`src/rtl/vga_pkg.sv`:
```
// Shared VGA pipeline types and constants.
// Holds colours, hash multipliers and the starfield mode encoding.
package vga_pkg;

    typedef logic [11:0] rgb444_t;

    typedef enum logic [1:0] {
        MODE_SOLID  = 2'b00,
        MODE_STATIC = 2'b01,
        MODE_SCROLL = 2'b10,
        MODE_FREEZE = 2'b11
    } mode_t;

    localparam logic [15:0] HASH_MUL_X = 16'h9E37;
    localparam logic [15:0] HASH_MUL_Y = 16'h7F4B;

    localparam rgb444_t LAYER_COLOR [4] = '{
        12'hfff, 12'haaa, 12'h777, 12'h444
    };

    // Halve each 4-bit channel of an RGB444 value.
    function automatic rgb444_t rgb_halve(input rgb444_t c);
        return (c >> 1) & 12'h777;
    endfunction

endpackage

```
`src/rtl/vga_if.sv`:
```
// VGA pixel bus carried between pipeline stages.
// Timing fields plus RGB444 colour.
interface vga_if;
    logic [10:0] hcount;
    logic [10:0] vcount;
    logic        hsync;
    logic        vsync;
    logic        hblnk;
    logic        vblnk;
    logic [11:0] rgb;

    modport out (
        output hcount, vcount, hsync, vsync, hblnk, vblnk, rgb
    );
    modport in (
        input hcount, vcount, hsync, vsync, hblnk, vblnk, rgb
    );
endinterface

```
`src/rtl/draw_bg_starfield_star_hash.sv`:
```
// Combinational per-layer cell hash for the starfield.
// Products are deliberately truncated to 16 bits.
module star_hash
    import vga_pkg::*;
#(
    parameter int          CW   = 7,
    parameter logic [15:0] SEED = 16'hACE1
) (
    input  logic [CW-1:0] cx,
    input  logic [CW-1:0] cy,
    input  logic [1:0]    layer,
    output logic [15:0]   h
);

    logic [15:0] px;
    logic [15:0] py;

    assign px = 16'(cx) * HASH_MUL_X;
    assign py = 16'(cy) * HASH_MUL_Y;
    assign h  = px ^ py ^ SEED ^ {2'b00, layer, 12'h000};

endmodule

```
`src/rtl/draw_bg_starfield.sv`:
```
// Background stage: solid colour plus scrolling, twinkling star layers.
// Two-stage pixel pipeline; timing signals delayed to match.
module draw_bg_starfield
    import vga_pkg::*;
#(
    parameter logic [11:0] BG_COLOR   = 12'h0_0_1,
    parameter int          NUM_LAYERS = 3,
    parameter int          CELL_LOG2  = 4,
    parameter int          DENSITY    = 3,
    parameter logic [15:0] SEED       = 16'hACE1
) (
    input  logic        clk,
    input  logic        rst,
    input  logic [10:0] hcount,
    input  logic [10:0] vcount,
    input  logic        hblnk,
    input  logic        vblnk,
    input  logic        hsync,
    input  logic        vsync,
    input  logic [1:0]  mode,
    vga_if.out          vga_out
);

    localparam int CL = CELL_LOG2;
    localparam int CW = 11 - CELL_LOG2;

    mode_t md;
    logic  vsync_d;
    logic  tick;
    logic [7:0]  frame_cnt;
    logic [10:0] offset [NUM_LAYERS];

    assign md   = mode_t'(mode);
    assign tick = vsync & ~vsync_d;

    always_ff @(posedge clk) begin
        if (rst) begin
            vsync_d   <= 1'b0;
            frame_cnt <= '0;
            for (int k = 0; k < NUM_LAYERS; k++)
                offset[k] <= '0;
        end else begin
            vsync_d <= vsync;
            if (tick) begin
                frame_cnt <= frame_cnt + 8'd1;
                for (int k = 0; k < NUM_LAYERS; k++) begin
                    case (md)
                        MODE_SCROLL: offset[k] <= offset[k] + 11'(k + 1);
                        MODE_STATIC: offset[k] <= '0;
                        default:     offset[k] <= offset[k];
                    endcase
                end
            end
        end
    end

    logic [15:0]   h_c  [NUM_LAYERS];
    logic [CL-1:0] ly_c [NUM_LAYERS];

    for (genvar k = 0; k < NUM_LAYERS; k++) begin : g_layer
        logic [10:0] y;
        assign y       = vcount + offset[k];
        assign ly_c[k] = y[CL-1:0];
        star_hash #(.CW(CW), .SEED(SEED)) u_hash (
            .cx    (hcount[10:CL]),
            .cy    (y[10:CL]),
            .layer (2'(k)),
            .h     (h_c[k])
        );
    end

    logic [15:0]   h_s1  [NUM_LAYERS];
    logic [CL-1:0] ly_s1 [NUM_LAYERS];
    logic [CL-1:0] lx_s1;
    mode_t         md_s1;
    logic [10:0]   hcount_s1, vcount_s1;
    logic          hsync_s1, vsync_s1, hblnk_s1, vblnk_s1;

    always_ff @(posedge clk) begin
        if (rst) begin
            for (int k = 0; k < NUM_LAYERS; k++) begin
                h_s1[k]  <= '0;
                ly_s1[k] <= '0;
            end
            lx_s1     <= '0;
            md_s1     <= MODE_SOLID;
            hcount_s1 <= '0;
            vcount_s1 <= '0;
            hsync_s1  <= 1'b0;
            vsync_s1  <= 1'b0;
            hblnk_s1  <= 1'b0;
            vblnk_s1  <= 1'b0;
        end else begin
            for (int k = 0; k < NUM_LAYERS; k++) begin
                h_s1[k]  <= h_c[k];
                ly_s1[k] <= ly_c[k];
            end
            lx_s1     <= hcount[CL-1:0];
            md_s1     <= md;
            hcount_s1 <= hcount;
            vcount_s1 <= vcount;
            hsync_s1  <= hsync;
            vsync_s1  <= vsync;
            hblnk_s1  <= hblnk;
            vblnk_s1  <= vblnk;
        end
    end

    logic [NUM_LAYERS-1:0] star;
    rgb444_t               col [NUM_LAYERS];
    logic [NUM_LAYERS-1:0] hash_unused;
    rgb444_t               rgb_c;

    for (genvar k = 0; k < NUM_LAYERS; k++) begin : g_pix
        logic twinkle;
        assign twinkle = (frame_cnt[5:4] ^ h_s1[k][9:8]) == 2'b00;
        assign star[k] = ({1'b0, h_s1[k][15:12]} < 5'(DENSITY))
                      && lx_s1 == h_s1[k][CL-1:0]
                      && ly_s1[k] == h_s1[k][2*CL-1:CL];
        assign col[k]  = twinkle ? rgb_halve(LAYER_COLOR[k])
                                 : LAYER_COLOR[k];
        assign hash_unused[k] = ^h_s1[k];
    end

    // Walk from the back layer forward so layer 0 wins overlaps.
    always_comb begin
        rgb_c = BG_COLOR;
        for (int k = NUM_LAYERS - 1; k >= 0; k--)
            if (star[k])
                rgb_c = col[k];
        if (md_s1 == MODE_SOLID)
            rgb_c = BG_COLOR;
        if (hblnk_s1 | vblnk_s1)
            rgb_c = 12'h000;
    end

    always_ff @(posedge clk) begin
        if (rst) begin
            vga_out.hcount <= '0;
            vga_out.vcount <= '0;
            vga_out.hsync  <= 1'b0;
            vga_out.vsync  <= 1'b0;
            vga_out.hblnk  <= 1'b0;
            vga_out.vblnk  <= 1'b0;
            vga_out.rgb    <= '0;
        end else begin
            vga_out.hcount <= hcount_s1;
            vga_out.vcount <= vcount_s1;
            vga_out.hsync  <= hsync_s1;
            vga_out.vsync  <= vsync_s1;
            vga_out.hblnk  <= hblnk_s1;
            vga_out.vblnk  <= vblnk_s1;
            vga_out.rgb    <= rgb_c;
        end
    end

endmodule

```
`src/flat_wrapper.sv`:
```
// flat-port wrapper written by rule: the top's interface ports become plain ports
module draw_bg_starfield_flat import vga_pkg::*;
#(
    parameter logic [11:0] BG_COLOR   = 12'h0_0_1,
    parameter int          NUM_LAYERS = 3,
    parameter int          CELL_LOG2  = 4,
    parameter int          DENSITY    = 3,
    parameter logic [15:0] SEED       = 16'hACE1
)
  (clk, rst, hcount, vcount, hblnk, vblnk, hsync, vsync, mode, vga_out_hcount, vga_out_vcount, vga_out_hsync, vga_out_vsync, vga_out_hblnk, vga_out_vblnk, vga_out_rgb);
  vga_if vga_out_i ();
  input  logic clk;
  input  logic rst;
  input  logic [10:0] hcount;
  input  logic [10:0] vcount;
  input  logic hblnk;
  input  logic vblnk;
  input  logic hsync;
  input  logic vsync;
  input  logic [1:0] mode;
  output wire logic [$bits(vga_out_i.hcount)-1:0] vga_out_hcount;
  output wire logic [$bits(vga_out_i.vcount)-1:0] vga_out_vcount;
  output wire logic [$bits(vga_out_i.hsync)-1:0] vga_out_hsync;
  output wire logic [$bits(vga_out_i.vsync)-1:0] vga_out_vsync;
  output wire logic [$bits(vga_out_i.hblnk)-1:0] vga_out_hblnk;
  output wire logic [$bits(vga_out_i.vblnk)-1:0] vga_out_vblnk;
  output wire logic [$bits(vga_out_i.rgb)-1:0] vga_out_rgb;
  assign vga_out_hcount = vga_out_i.hcount;
  assign vga_out_vcount = vga_out_i.vcount;
  assign vga_out_hsync = vga_out_i.hsync;
  assign vga_out_vsync = vga_out_i.vsync;
  assign vga_out_hblnk = vga_out_i.hblnk;
  assign vga_out_vblnk = vga_out_i.vblnk;
  assign vga_out_rgb = vga_out_i.rgb;
  draw_bg_starfield #(.BG_COLOR(BG_COLOR), .NUM_LAYERS(NUM_LAYERS), .CELL_LOG2(CELL_LOG2), .DENSITY(DENSITY), .SEED(SEED)) u_core (.clk(clk), .rst(rst), .hcount(hcount), .vcount(vcount), .hblnk(hblnk), .vblnk(vblnk), .hsync(hsync), .vsync(vsync), .mode(mode), .vga_out(vga_out_i));
endmodule
```
`config.mk`:
```
export PLATFORM = sky130hd
export DESIGN_NAME = draw_bg_starfield_flat
export DESIGN_NICKNAME = d
export VERILOG_FILES = /design/src/rtl/vga_pkg.sv /design/src/rtl/vga_if.sv /design/src/rtl/draw_bg_starfield_star_hash.sv /design/src/rtl/draw_bg_starfield.sv /design/src/flat_wrapper.sv
export SDC_FILE = /design/constraint.sdc
export NUM_CORES = 1
export LEC_CHECK = 0
export BUFFER_PORTS_ARGS = -buffer_cell sky130_fd_sc_hd__buf_4
export CORE_ASPECT_RATIO = 0.6
export CORE_MARGIN = 2
export CORE_UTILIZATION = 30
export DETAILED_ROUTE_END_ITERATION = 10
export MAX_ROUTING_LAYER = met4
export PLACE_DENSITY_LB_ADDON = 0.2
export SLEW_MARGIN = 20
export SYNTH_ARGS = -nofsm -noshare
export SYNTH_HDL_FRONTEND = slang
export SYNTH_SLANG_ARGS = --single-unit
```
`constraint.sdc`:
```
create_clock -name clk -period 12.8 [get_ports clk]
set_input_delay 1.28 -clock clk [delete_from_list [all_inputs] [get_ports clk]]
set_output_delay 1.28 -clock clk [all_outputs]
set_load 0.01 [all_outputs]
```
### Word level (Yosys, flattened, before mapping)

Memories as Yosys holds them, arrays and structs flattened.
Cells that the tools add are included.

* bits in registers: 78
* RAM bits: 93
* bits of input ports: 30
* output and inout bits: 38
* word-level logic and storage cells: 121
* memories: 3

Memories
* u_core.h_s1: depth 3, bits a word 16, read ports 3, clocked after memory_dff 0, write ports 3, RTL line draw_bg_starfield.sv:72 `logic [15:0] h_s1 [NUM_LAYERS];`
* u_core.offset: depth 3, bits a word 11, read ports 3, clocked after memory_dff 0, write ports 3, RTL line draw_bg_starfield.sv:31 `logic [10:0] offset [NUM_LAYERS];`
* u_core.ly_s1: depth 3, bits a word 4, read ports 3, clocked after memory_dff 0, write ports 3, RTL line draw_bg_starfield.sv:73 `logic [CL-1:0] ly_s1 [NUM_LAYERS];`

* add/sub/neg operators: 7
* multiply operators: 4
* order comparisons: 3
* equality and inequality tests: 8
* multiplexer cells: 37
* bitwise gates (word level): 29
* reduce and logical (&&, ||, !) cells: 13

Operators with widths (number)
* 11-bit two-way mux: 10
* 12-bit two-way mux: 5
* 7-bit by 15-bit multiplier with 16-bit output, second input constant: 3
* 16-bit two-way mux: 3
* 16-bit XOR: 3
* 11-bit adder: 3
* 4-bit equality test: 6
* 8-bit NOT: 3
* 11-bit by 2-bit adder with 11-bit output, second input constant: 2
* 7-bit by 16-bit multiplier with 16-bit output, second input constant: 1
* 1-bit two-way mux: 16
* 1-bit OR: 16
* 4-bit by 2-bit less-than comparator with 1-bit output, second input constant: 3
* 4-bit two-way mux: 3
* 11-bit by 1-bit adder with 11-bit output, second input constant: 1
* 8-bit by 1-bit adder with 8-bit output, second input constant: 1
* 2-bit zero test: 4
* 1-bit logical AND: 6
* 2-bit XOR: 3
* 2-bit OR reduction: 2
* 1-bit NOT: 3
* 3-bit OR reduction: 1
* 2-bit by 1-bit equality test with 1-bit output, second input constant: 1
* 2-bit equality test, second input constant: 1
* 1-bit AND: 1

### Depth between registers and ports, before layout

* depth in word-level cells: 8
* gate-level depth with buffers: 27

### Modules after synthesis

Synthesis repeated with hierarchy kept, for this count alone.

* cells, all modules: 1658
* area, all modules: 15707.6 um^2

Modules (own cells, without submodules)
* draw_bg_starfield: times used 1, cells an instance 634, area an instance 6555.0 um^2, sequential area each 3323.2 um^2
* star_hash at u_core.g_layer[1].u_hash: times used 1, cells an instance 345, area an instance 3088.0 um^2, sequential area each 0.0 um^2
* star_hash at u_core.g_layer[0].u_hash: times used 1, cells an instance 352, area an instance 3081.7 um^2, sequential area each 0.0 um^2
* star_hash at u_core.g_layer[2].u_hash: times used 1, cells an instance 327, area an instance 2982.9 um^2, sequential area each 0.0 um^2

### Worst setup path after synthesis

No wires, ideal clock.

* path type: input to register
* from: in vcount[1]
* to: mem u_core.h_s1[1][14] (netlist: u_core.h_s1[0][30])
* arrival time: 6209 ps
* data required time: 12672 ps
* setup slack: 6463 ps
* stages: 23
* path buffers: 0
* cells stage by stage: ha_1 -> fa_1 -> a21oi_1 -> nor2_1 -> nor2_1 -> o21bai_1 -> a21oi_1 -> o21bai_1 -> a21oi_1 -> xor2_1 -> fa_1 -> fa_1 -> inv_1 -> fa_1 -> inv_1 -> fa_1 -> inv_1 -> ha_1 -> nor2_1 -> and3_1 -> a311oi_1 -> xor2_1 -> nor2_1

RTL lines
* start: declaration: RTL line flat_wrapper.sv:15 `input logic [10:0] vcount;`
* end: declaration: RTL line draw_bg_starfield.sv:72

==> metrics.md <==
| Metric | Value |
|---|---|
| Hold crit path type | `reg2reg` |
| Top cell type by total area after synthesis | `dfxtp_1` |
| Setup TNS Final | `0 ns` |
| Detail-routed via count per cell | `4.50` |
| Worst Path Required | `13.11 ns` |
| Worst Slack Setup Final | `6.24 ns` |
| Mapped Cells | `1,305` |
| Initial antenna violation count | `1` |
| Post-CTS sizing | `0` |
| Asr flop ratio synth | `0` |
| Synth area leaders | `dfxtp_1 (19%), ha_1 (18%), fa_1 (13%)` |
| Max Fclk | `152 MHz` |
| Filler cell count in the final layout | `4,211` |
| # diodes | `0` |
| Reg clk slew, reported paths | `0.09 ns` |
| First-pass GRT wire length | `47.4 mm` |
| DRT iter0 DRCs | `433` |
| RSZ-0062 raised after global routing | `false` |
| Residual DRC | `0` |
| Post-synthesis register bit count | `150` |
| EDFF count, synth | `32` |
| Worst path slowest cell | `fa_1` |
| # IOs | `68` |
| Hold Fails Final Rpt | `0` |
| CTS sink cnt | `150` |
| Worst-case clock buffer depth | `2` |
| Hold Buf Count CTS | `0` |
| Drt pass-1 iters | `4` |
| Max Fanout on Critical Path | `4` |
| Nets | `1,663` |
| Port Buf Inserts | `67` |
| Max cap viols | `0` |
| Vias in the first global route | `8,442` |
| Synth warn | `0` |
| Post-CTS Setup Inserts | `0` |
| Layout Area Growth over Synthesis | `13.6%` |
| Post-synthesis sequential area ratio | `0.267` |
| # setup viols final | `0` |
| DRT Wirelength | `29.2 mm` |
| Root Buffer | `clkbuf_16` |
| Worst stage delay on the critical path | `0.65 ns` |
| Die Span Y | `162 um` |
| Critical path class | `in2reg` |
| DIE WIDTH | `267 um` |
| CTS tree | `built` |
| Total CTS buffers | `17` |
| Std cell rows | `57` |
| Net Count, Synth | `1,599` |
| Hold WS | `0.431 ns` |
| Clk Latency, worst-skew pair | `0.46 ns` |
| Crit path capture type | `flip-flop` |
| Worst EP arrival | `6.87 ns` |
| Max Slew Vio Count | `0` |
| H-tree depth | `4` |
| CP startpoint kind | `primary input` |
| Initial Util | `0.306` |
| Final Cycle Share | `0.512` |
| GR Overflow Total | `0` |
| Grt met3 use | `0.0233` |
| Crit path cell chain | `buf_4 > ha_1 > a21o_1 > a21oi_1 > o21ai_1 > a21oi_1 > o21ai_1 > a21oi_1 > xnor2_1 > inv_1 > fa_1 > inv_1 > ha_1 > fa_1 > inv_1 > fa_1 > inv_1 > ha_1 > a2111oi_0 > a21oi_1 > nor2_1 > xor2_1 > xnor2_1 > nor2_1` |
| Avg WL per Cell | `15.3 um` |
| GR Layer Usage met1 | `0.225` |
| RePlAce Congestion | `0.828` |
| Max transition margin | `0.323` |
| GRT Total Usage | `0.148` |
| Layout cells sized above 1 | `0.0861` |
| Busiest grt layer | `met1` |
| Post-synth top area share | `0.190` |
| Run status | `complete, no violations` |
| Antenna Nets Post-Route | `0` |
| Period minus WS final | `6.56 ns` |
| Worst slew pin tran | `1.01 ns` |
| Dpl hpwl | `24.1 mm` |
| Core Area | `40,700 um^2` |
| Synth cell types | `65` |
| Via Count | `8,616` |
| Grt met2 use | `0.201` |
| Post-synth top flop | `dfxtp_1` |
| Clock Skew | `0.0138 ns` |
| Pre-CTS setup slack | `5.82 ns` |
| Synthesized area per cell | `9.53 um^2` |
| Synth Cell Area | `12,400 um^2` |
| Largest net degree at the start of global routing | `71` |
| Die Area | `43,200 um^2` |
metrics by stage:
stage | instances | utilization | area [um^2]
2_1_floorplan | 1305 | - | 12400
3_3_place_gp | 1881 | 0.332 | 13500
3_5_place_dp | 1881 | 0.332 | 13500
4_1_cts | 1913 | 0.347 | 14100
5_1_grt | 1913 | 0.348 | 14100
6_report | 1913 | 0.348 | 14100
state kept, by name (all words and copies together) (netlist names):
register               count
u_core.frame_cnt           6
u_core.vga_out.vblnk       1
u_core.vcount_s1          11
u_core.vsync_s1            1
u_core.hcount_s1           8
u_core.vblnk_s1            1
u_core.lx_s1               3
u_core.vga_out.hcount     11
u_core.hblnk_s1            1
u_core.offset             32
u_core.md_s1               2
u_core.hsync_s1            1
u_core.vga_out.vsync       1
u_core.vga_out.rgb         5
u_core.vga_out.hsync       1
u_core.h_s1               42
u_core.vga_out.hblnk       1
u_core.ly_s1              11
u_core.vga_out.vcount     11
final timing paths:
check | cells after the start | from | slack (ns) | end
setup / recovery | 24 | vcount[1] | 6.24 | u_core.h_s1[0][45]
hold / removal | 1 | u_core.vcount_s1[3] | 0.43 | u_core.vga_out.vcount[3]
setup reg to reg | 23 | u_core.offset[2][1] | 6.75 | u_core.h_s1[0][45]
hold reg to reg | 1 | u_core.vcount_s1[3] | 0.43 | u_core.vga_out.vcount[3]
cell usage after synthesis, drive strengths merged, types with 9 or more instances:
| master | number |
|---|---|
| a21o | 19 |
| a21oi | 47 |
| clkbuf | 18 |
| dfxtp | 118 |
| edfxtp | 32 |
| fa | 83 |
| ha | 181 |
| inv | 213 |
| nand2 | 39 |
| nand2b | 9 |
| nand3 | 15 |
| nor2 | 121 |
| nor2b | 60 |
| nor3 | 10 |
| o21ai | 34 |
| o21bai | 13 |
| or3 | 11 |
| xnor2 | 103 |
| xor2 | 69 |
cell usage in the layout (no fill, tap or decap), types with 39 or more instances in the layout:
cell type	n
nor2_1	121
ha_1	181
inv_1	213
a21oi_1	45
xnor2_1	102
fa_1	83
nor2b_1	60
xor2_1	69
buf_4	71
dfxtp_1	118
nand2_1	39
final cells by class:
type	instances	area [um^2]	area share
Multi-Input combinational cell	916	8190	0.580
Sequential cell	150	3320	0.235
Inverter	213	800	0.0566
Tap cell	531	664	0.0470
Timing Repair Buffer	71	533	0.0377
Clock buffer	17	425	0.0301
Clock inverter	15	196	0.0139
logic make-up after synthesis:
family | count (synthesis) | share of synthesized area
AO/OA/AOI/OAI | 166 | 0.0882
buffers and inverters | 239 | 0.0756
XOR/XNOR | 176 | 0.129
AND/OR/NAND/NOR | 304 | 0.120
flip-flops | 150 | 0.267
adder cells (fa/ha/maj) | 264 | 0.316
multiplexers | 6 | 0.00483
worst max-delay path: cells and delay by family:
| kind | cells | cell delay, ns |
|---|---|---|
| xor+xnor | 3 | 0.57 |
| compound gates | 8 | 1.77 |
| buf+inv | 5 | 0.46 |
| simple gates | 2 | 0.21 |
| fa+ha+maj | 6 | 2.57 |
metal layers:
layer	vias to the layer above	wire length (um)
met1	4147	16500
met3	13	683
met5	-	0
li1	4379	-
met4	0	224
met2	77	11800
Power is not shown: default switching activity piles up to over one toggle a cycle in this logic, so the estimate is an artifact.
